--- src/rtl/digit_serial_adder.sv ---
// digit_serial_adder: adds two WIDTH-bit operands DIGIT bits per clock with a
// carry register between digits and a start/busy/done handshake.
// Optional build macro SUB_EN adds a 'sub' port for nr1 - nr2 - cin.
module digit_serial_adder #(
  parameter int WIDTH = 16,
  parameter int DIGIT = 4
) (
  input  logic             clk,
  input  logic             rst,
  input  logic             start,
  input  logic [WIDTH-1:0] nr1,
  input  logic [WIDTH-1:0] nr2,
  input  logic             cin,
`ifdef SUB_EN
  input  logic             sub,
`endif
  output logic             busy,
  output logic             done,
  output logic [WIDTH-1:0] out,
  output logic             cout,
  output logic             ovf
);

  localparam int N  = WIDTH / DIGIT;
  localparam int CW = (N > 1) ? $clog2(N) : 1;

  typedef enum logic {IDLE, RUN} state_t;

  state_t           state, state_nxt;
  logic [CW-1:0]    cnt;
  logic             carry;
  logic [WIDTH-1:0] opa, opb, res;
  logic [WIDTH-1:0] opb_in;
  logic             carry_in;
  logic             accept, last;
  logic [DIGIT:0]   dsum;
  logic             msb_cin;
  logic [WIDTH-1:0] res_full;

  // One digit slice: {carry_out, sum}.
  function automatic logic [DIGIT:0] digit_add(input logic [DIGIT-1:0] a,
                                               input logic [DIGIT-1:0] b,
                                               input logic             c);
    return {1'b0, a} + {1'b0, b} + {{DIGIT{1'b0}}, c};
  endfunction

  // Carry into a bit recovered from its operand bits and sum bit.
  function automatic logic carry_into(input logic a, input logic b, input logic s);
    return a ^ b ^ s;
  endfunction

`ifdef SUB_EN
  // Subtraction is addition of the inverted operand with inverted carry-in.
  assign opb_in   = sub ? ~nr2 : nr2;
  assign carry_in = sub ? ~cin : cin;
`else
  assign opb_in   = nr2;
  assign carry_in = cin;
`endif

  assign accept   = (state == IDLE) && start;
  assign last     = (cnt == CW'(N - 1));
  assign busy     = (state == RUN);

  // Operands shift right each digit, so the active slice is always bits [DIGIT-1:0];
  // the sum digit enters the result register from the top.
  assign dsum     = digit_add(opa[DIGIT-1:0], opb[DIGIT-1:0], carry);
  assign msb_cin  = carry_into(opa[DIGIT-1], opb[DIGIT-1], dsum[DIGIT-1]);
  assign res_full = (res >> DIGIT) | (WIDTH'(dsum[DIGIT-1:0]) << (WIDTH - DIGIT));

  // FSM state register.
  always_ff @(posedge clk) begin
    if (rst) state <= IDLE;
    else     state <= state_nxt;
  end

  // FSM next-state: IDLE waits for start, RUN ends after the top digit.
  always_comb begin
    state_nxt = state;
    case (state)
      IDLE:    if (start) state_nxt = RUN;
      RUN:     if (last)  state_nxt = IDLE;
      default: state_nxt = IDLE;
    endcase
  end

  // Control and result registers: digit counter, carry, done pulse, outputs.
  always_ff @(posedge clk) begin
    if (rst) begin
      cnt   <= '0;
      carry <= 1'b0;
      done  <= 1'b0;
      out   <= '0;
      cout  <= 1'b0;
      ovf   <= 1'b0;
    end else begin
      done <= 1'b0;
      if (accept) begin
        cnt   <= '0;
        carry <= carry_in;
      end else if (state == RUN) begin
        carry <= dsum[DIGIT];
        cnt   <= last ? '0 : cnt + CW'(1);
        if (last) begin
          out  <= res_full;
          cout <= dsum[DIGIT];
          ovf  <= msb_cin ^ dsum[DIGIT];
          done <= 1'b1;
        end
      end
    end
  end

  // Datapath: operand latches and partial-result shift register (no reset).
  always_ff @(posedge clk) begin
    if (accept) begin
      opa <= nr1;
      opb <= opb_in;
    end else if (state == RUN) begin
      opa <= opa >> DIGIT;
      opb <= opb >> DIGIT;
      res <= res_full;
    end
  end

endmodule

--- config.mk ---
export PLATFORM = sky130hd
export DESIGN_NAME = digit_serial_adder
export DESIGN_NICKNAME = d
export VERILOG_FILES = /design/src/rtl/digit_serial_adder.sv
export SDC_FILE = /design/constraint.sdc
export NUM_CORES = 1
export LEC_CHECK = 0
export CAP_MARGIN = 20
export CORE_MARGIN = 2
export CORE_UTILIZATION = 30
export CTS_CLUSTER_SIZE = 8
export DETAILED_ROUTE_END_ITERATION = 8
export PLACE_DENSITY = 0.53
export REMOVE_ABC_BUFFERS = 1
export SLEW_MARGIN = 20
export SYNTH_ARGS = -nofsm -noshare
export SYNTH_HDL_FRONTEND = slang
export SYNTH_SLANG_ARGS = --single-unit
--- constraint.sdc ---
create_clock -name clk -period 4.6 [get_ports clk]
set_input_delay 0.92 -clock clk [delete_from_list [all_inputs] [get_ports clk]]
set_output_delay 0.92 -clock clk [all_outputs]
set_load 0.05 [all_outputs]
# Word level (Yosys, flattened, before mapping)
# Index checks and enable logic that the tools add are counted.
# W data, S select, Z words.
[op_classes]
n_eq_ne = 1
bitwise_logic = 6
add_sub_neg = 3
reduce_logical = 6
muxes = 11
[ops]
columns = ["cell", "count"]
rows = [
  ["$mux W16", 4],
  ["$or A12 B16 Y16", 1],
  ["$add A4 B4 Y5", 1],
  ["$add A5 B1 Y5", 1],
  ["$mux W1", 5],
  ["$reduce_and A3 Y1", 1],
  ["$reduce_or A3 Y1", 1],
  ["$xor A1 B1 Y1", 3],
  ["$add A2 B1 Y2 const B", 1],
  ["$eq A2 B2 Y1 const B", 1],
  ["$mux W2", 1],
  ["$not A1 Y1", 2],
  ["$pmux W1 S2", 1],
  ["$reduce_and A2 Y1", 1],
  ["$reduce_bool A2 Y1", 1],
  ["$reduce_or A2 Y1", 1],
  ["$logic_and A1 B1 Y1", 1],
]
[totals]
elab_cells = 37
output_inout_bits = 20
inputBits = 36
regBits = 71

# Depth between registers and ports, before layout
[logic_depth]
ltp_word = 4
mapped_depth = 7
ltp_nobuf = 7

# Worst setup path before layout
# No wires, ideal clock.
[synth_timing]
path_kind = "in2reg"
startpoint = "in start"
endpoint = "reg opa[0] (data pin)"
setup_slack_ns = 2.742
setup_time_ns = 0.260
cell_stages = 4
arrival_ns = 1.598
required_ns = 4.340
n_path_buf = 2
cell_sequence = "nor2b_4 > buf_6 > buf_12 > mux2_4"
[synth_between]
elab_chain_len = 2
[synth_lines]
columns = ["element", "line", "text"]
rows = [
  ["start, declared", "10", "input logic start,"],
  ["$logic_and A1 B1 Y1", "61", "assign accept = (state == IDLE) && start;"],
  ["$mux W16", "116", "if (accept) begin"],
  ["end signal, assigned", "117", "opa <= nr1;"],
  ["end signal, assigned", "120", "opa <= opa >> DIGIT;"],
  ["end, declared", "32", "logic [WIDTH-1:0] opa, opb, res;"],
]
# No other way between the ends.
# A chain may end at the register's enable or synchronous reset.

# Final worst setup path
[layout_timing]
startpoint = "reg state (netlist: busy)"
endpoint = "out busy"
[layout_lines]
columns = ["element", "line", "text"]
rows = [
  ["start, declared", "29", "state_t state, state_nxt;"],
  ["start signal, assigned", "74", "else state <= state_nxt;"],
  ["end, declared", "17", "output logic busy,"],
]
# No word-level cell between the ends.

==> impl_metrics.ini <==
[power]
sw_frac_of_total = 0.221
power_density_mw_per_mm2 = 373
p_leak_nw = 1.35
p_sw_mw = 0.289
p_clk_frac = 0.327
p_int_mw = 1.02
p_seq_frac = 0.552
peakVddDrop_v = 0.000167
pwr-share-comb = 0.122

[synthesis]
synth_seq_area_share = 0.649
synth_area_per_cell_um2 = 17.1
syn_area_mm2 = 0.00275
synth_top_family_by_area = multiplexers
ys_types = 25
synth-edff-count = 44
yosys-mux-area-fraction = 0.132
synth_adder_area_share = 0.0328
yosys.area_share.simple = 0.0565
ys_ff_latch = 67
synth_compound_area_frac = 0.0779
ys.flop_type = edfxtp_1
synth-async-reset-ratio = 0
synthCells = 161
synth_warnings = 0
synth_xor_xnor_area_share = 0.00957

[worst_setup_path]
path_delay_family = buffers and inverters
worst-path-buf-inv = 2
cpPeakStageDelay_ps = 830
crit_chain = buf_4, clkdlybuf4s50_1
arrival_ps = 2170
required_ps = 3680
crit_type = flip-flop to primary output
crit_slowest_cell = clkdlybuf4s50_1
setup.worst_path.end_class = primary output
cp_max_fo = 13
critPathLaunchType = flip-flop

[sta]
worst-slew-pin-transition_ps = 1070
fmax_ghz = 0.324
rsz0062_at_grt = no
fin_ws_ps = 1510
slew_violations = 0
min_period_over_period = 0.671
fin_crit_ps = 3090
fin_setup_tns_ps = 0
finalSetupViolCount = 0
skew_ps = 11.2
relSlewSlack = 0.285
hold_viol = 0

[cells_and_area]
final_nets = 262
finalNonFillerCells = 333
fillers = 818
syn2layout_area_growth_pct = 27.9
final_util = 0.399
drive_gt1_frac = 0.196
multi_input_area_um2 = 848
n_antenna_cell = 0
seq_area_mm2 = 0.00178

[clock_network]
root_buffer = clkbuf_8
cts_resized = 0
cts_setup_buffers = 0
hold_buffers = 0
clk_pin_slew_ps = 70
tritoncts = yes
clock_sinks = 67
cts_made_buffers = 9
insertion_delay_ps = 330
htreeDepth = 3
clk_path_buf_depth = 2

[floorplan]
start_util = 0.312
die_h_um = 99.7
floorplan.die_area_mm2 = 0.00993
coreArea_mm2 = 0.00881
die_x_um = 99.7
rows = 34
pin_count = 56

[routing]
drc = 0
ant_nets = 0
viasPerCell = 4.33
routed_wirelength_mm = 4.20
drt_iter0_drc = 48
wire_per_inst_um = 12.6
num_vias = 1441
dr.pass1.iters = 4

[global_routing]
antenna_found_initial = 0
overflow = 0
grt_pass1_vias = 1418
grt_pass1_wl_mm = 6.66
grt_max_degree = 34
grt_use_total = 0.0883

[placement]
gp_congestion = 0.628
place_inst = 317
dpl_worst_slack_ps = 1530
hpwl_mm = 2.73
numPortBuffers = 55

[outcome]
status = completed

[flow_run]
drv_cap = 0

[worst_hold_path]
hp-class = flip-flop to flip-flop
==> layout by cell type, fill, tap and decap left out, drive strengths merged <==
cell	n
a21o	1
clkdlybuf4s50	55
a21oi	6
ha	4
fa	2
xnor2	3
nand2b	1
nor2	8
nor2b	1
a22o	18
and2	9
or2	1
dfxtp	23
clkinv	3
mux2i	1
buf	1
clkbuf	13
inv	4
mux2	24
nor3b	2
edfxtp	44
nand2	1
==> stage by stage <==
step | instance area, um2 | total power, mW | hold slack [ps]
2_1_floorplan | 2650 | 0.840 | 427
3_3_place_gp | 3340 | 0.894 | 430
3_5_place_dp | 3340 | 0.899 | 435
4_1_cts | 3510 | 1.33 | 445
5_1_grt | 3510 | 1.38 | 453
6_report | 3510 | 1.31 | 447
==> registers in the layout, indices dropped and copies added (netlist names) <==
register and flops:
out 16, done 1, ovf 1, carry 1
busy 1, cnt 2, opb 16, cout 1
opa 16, res 12
==> synth_stat cells (2+ instances only) <==
master    count  area share
ha_1          4       0.018
nor2_1        7      0.0096
fa_1          2       0.015
mux2_4       22        0.12
nor3b_1       2      0.0055
a21oi_1       3      0.0055
buf_12        2       0.015
buf_6         5       0.021
edfxtp_1     44        0.48
a21oi_2       2      0.0064
xnor2_1       3      0.0096
and2_1        9       0.021
mux2_1        2      0.0082
dfxtp_1      23        0.17
a22o_1       18       0.057
inv_1         4      0.0055
==> worst register-to-register path, cell delays in order (launching register included) <==
cell     delay (ps)
dfxtp_1         490
buf_4           300
nor2b_4         840
mux2_1          410
==> worst paths after layout <==
check,start,endpoint,cells after the start,slack [ps]
worst max-delay path,busy$_SDFF_PP0_,busy,2,1510
worst max register to register,busy$_SDFF_PP0_,opa[7]$_DFFE_PP_,3,2330
worst min register to register,res[15]$_DFFE_PP_,res[11]$_DFFE_PP_,0,450
worst min-delay path,res[15]$_DFFE_PP_,res[11]$_DFFE_PP_,0,450
==> logic make-up (layout without fill, tap and decap cells) <==
| family | after synthesis | after routing |
|---|---|---|
| xor+xnor | 3 | 3 |
| mux | 25 | 25 |
| fa+ha+maj | 6 | 6 |
| compound gates | 25 | 25 |
| buf+inv | 12 | 76 |
| simple gates | 23 | 23 |
| flops | 67 | 67 |
==> layout make-up <==
cell class	count	area share
well taps	108	0.0385
flip-flops and latches	67	0.507
clock inverters	3	0.00428
repair buffers	56	0.159
clock buffers	13	0.0452
multi-input cells	82	0.242
inverters	4	0.00428
==> power by group through the flow <==
stage / clock (mW) / combinational [mW] / sequential (mW)
floorplan: 0 / 0.104 / 0.736
global placement: 0 / 0.160 / 0.734
detailed placement: 0 / 0.163 / 0.736
CTS: 0.447 / 0.163 / 0.723
global route: 0.475 / 0.176 / 0.726
finish: 0.428 / 0.159 / 0.722
==> layer usage <==
metal / global-route usage / vias to the layer above / part of all wire / routed length, um
li1: - / 715 / - / -
met1: 0.100 / 667 / 0.45 / 1880
met2: 0.133 / 53 / 0.44 / 1860
met3: 0.0611 / 6 / 0.098 / 411
met4: 0.0285 / 0 / 0.011 / 48
met5: 0 / - / 0 / 0
Note: power is estimated with default switching activity, not from simulation.
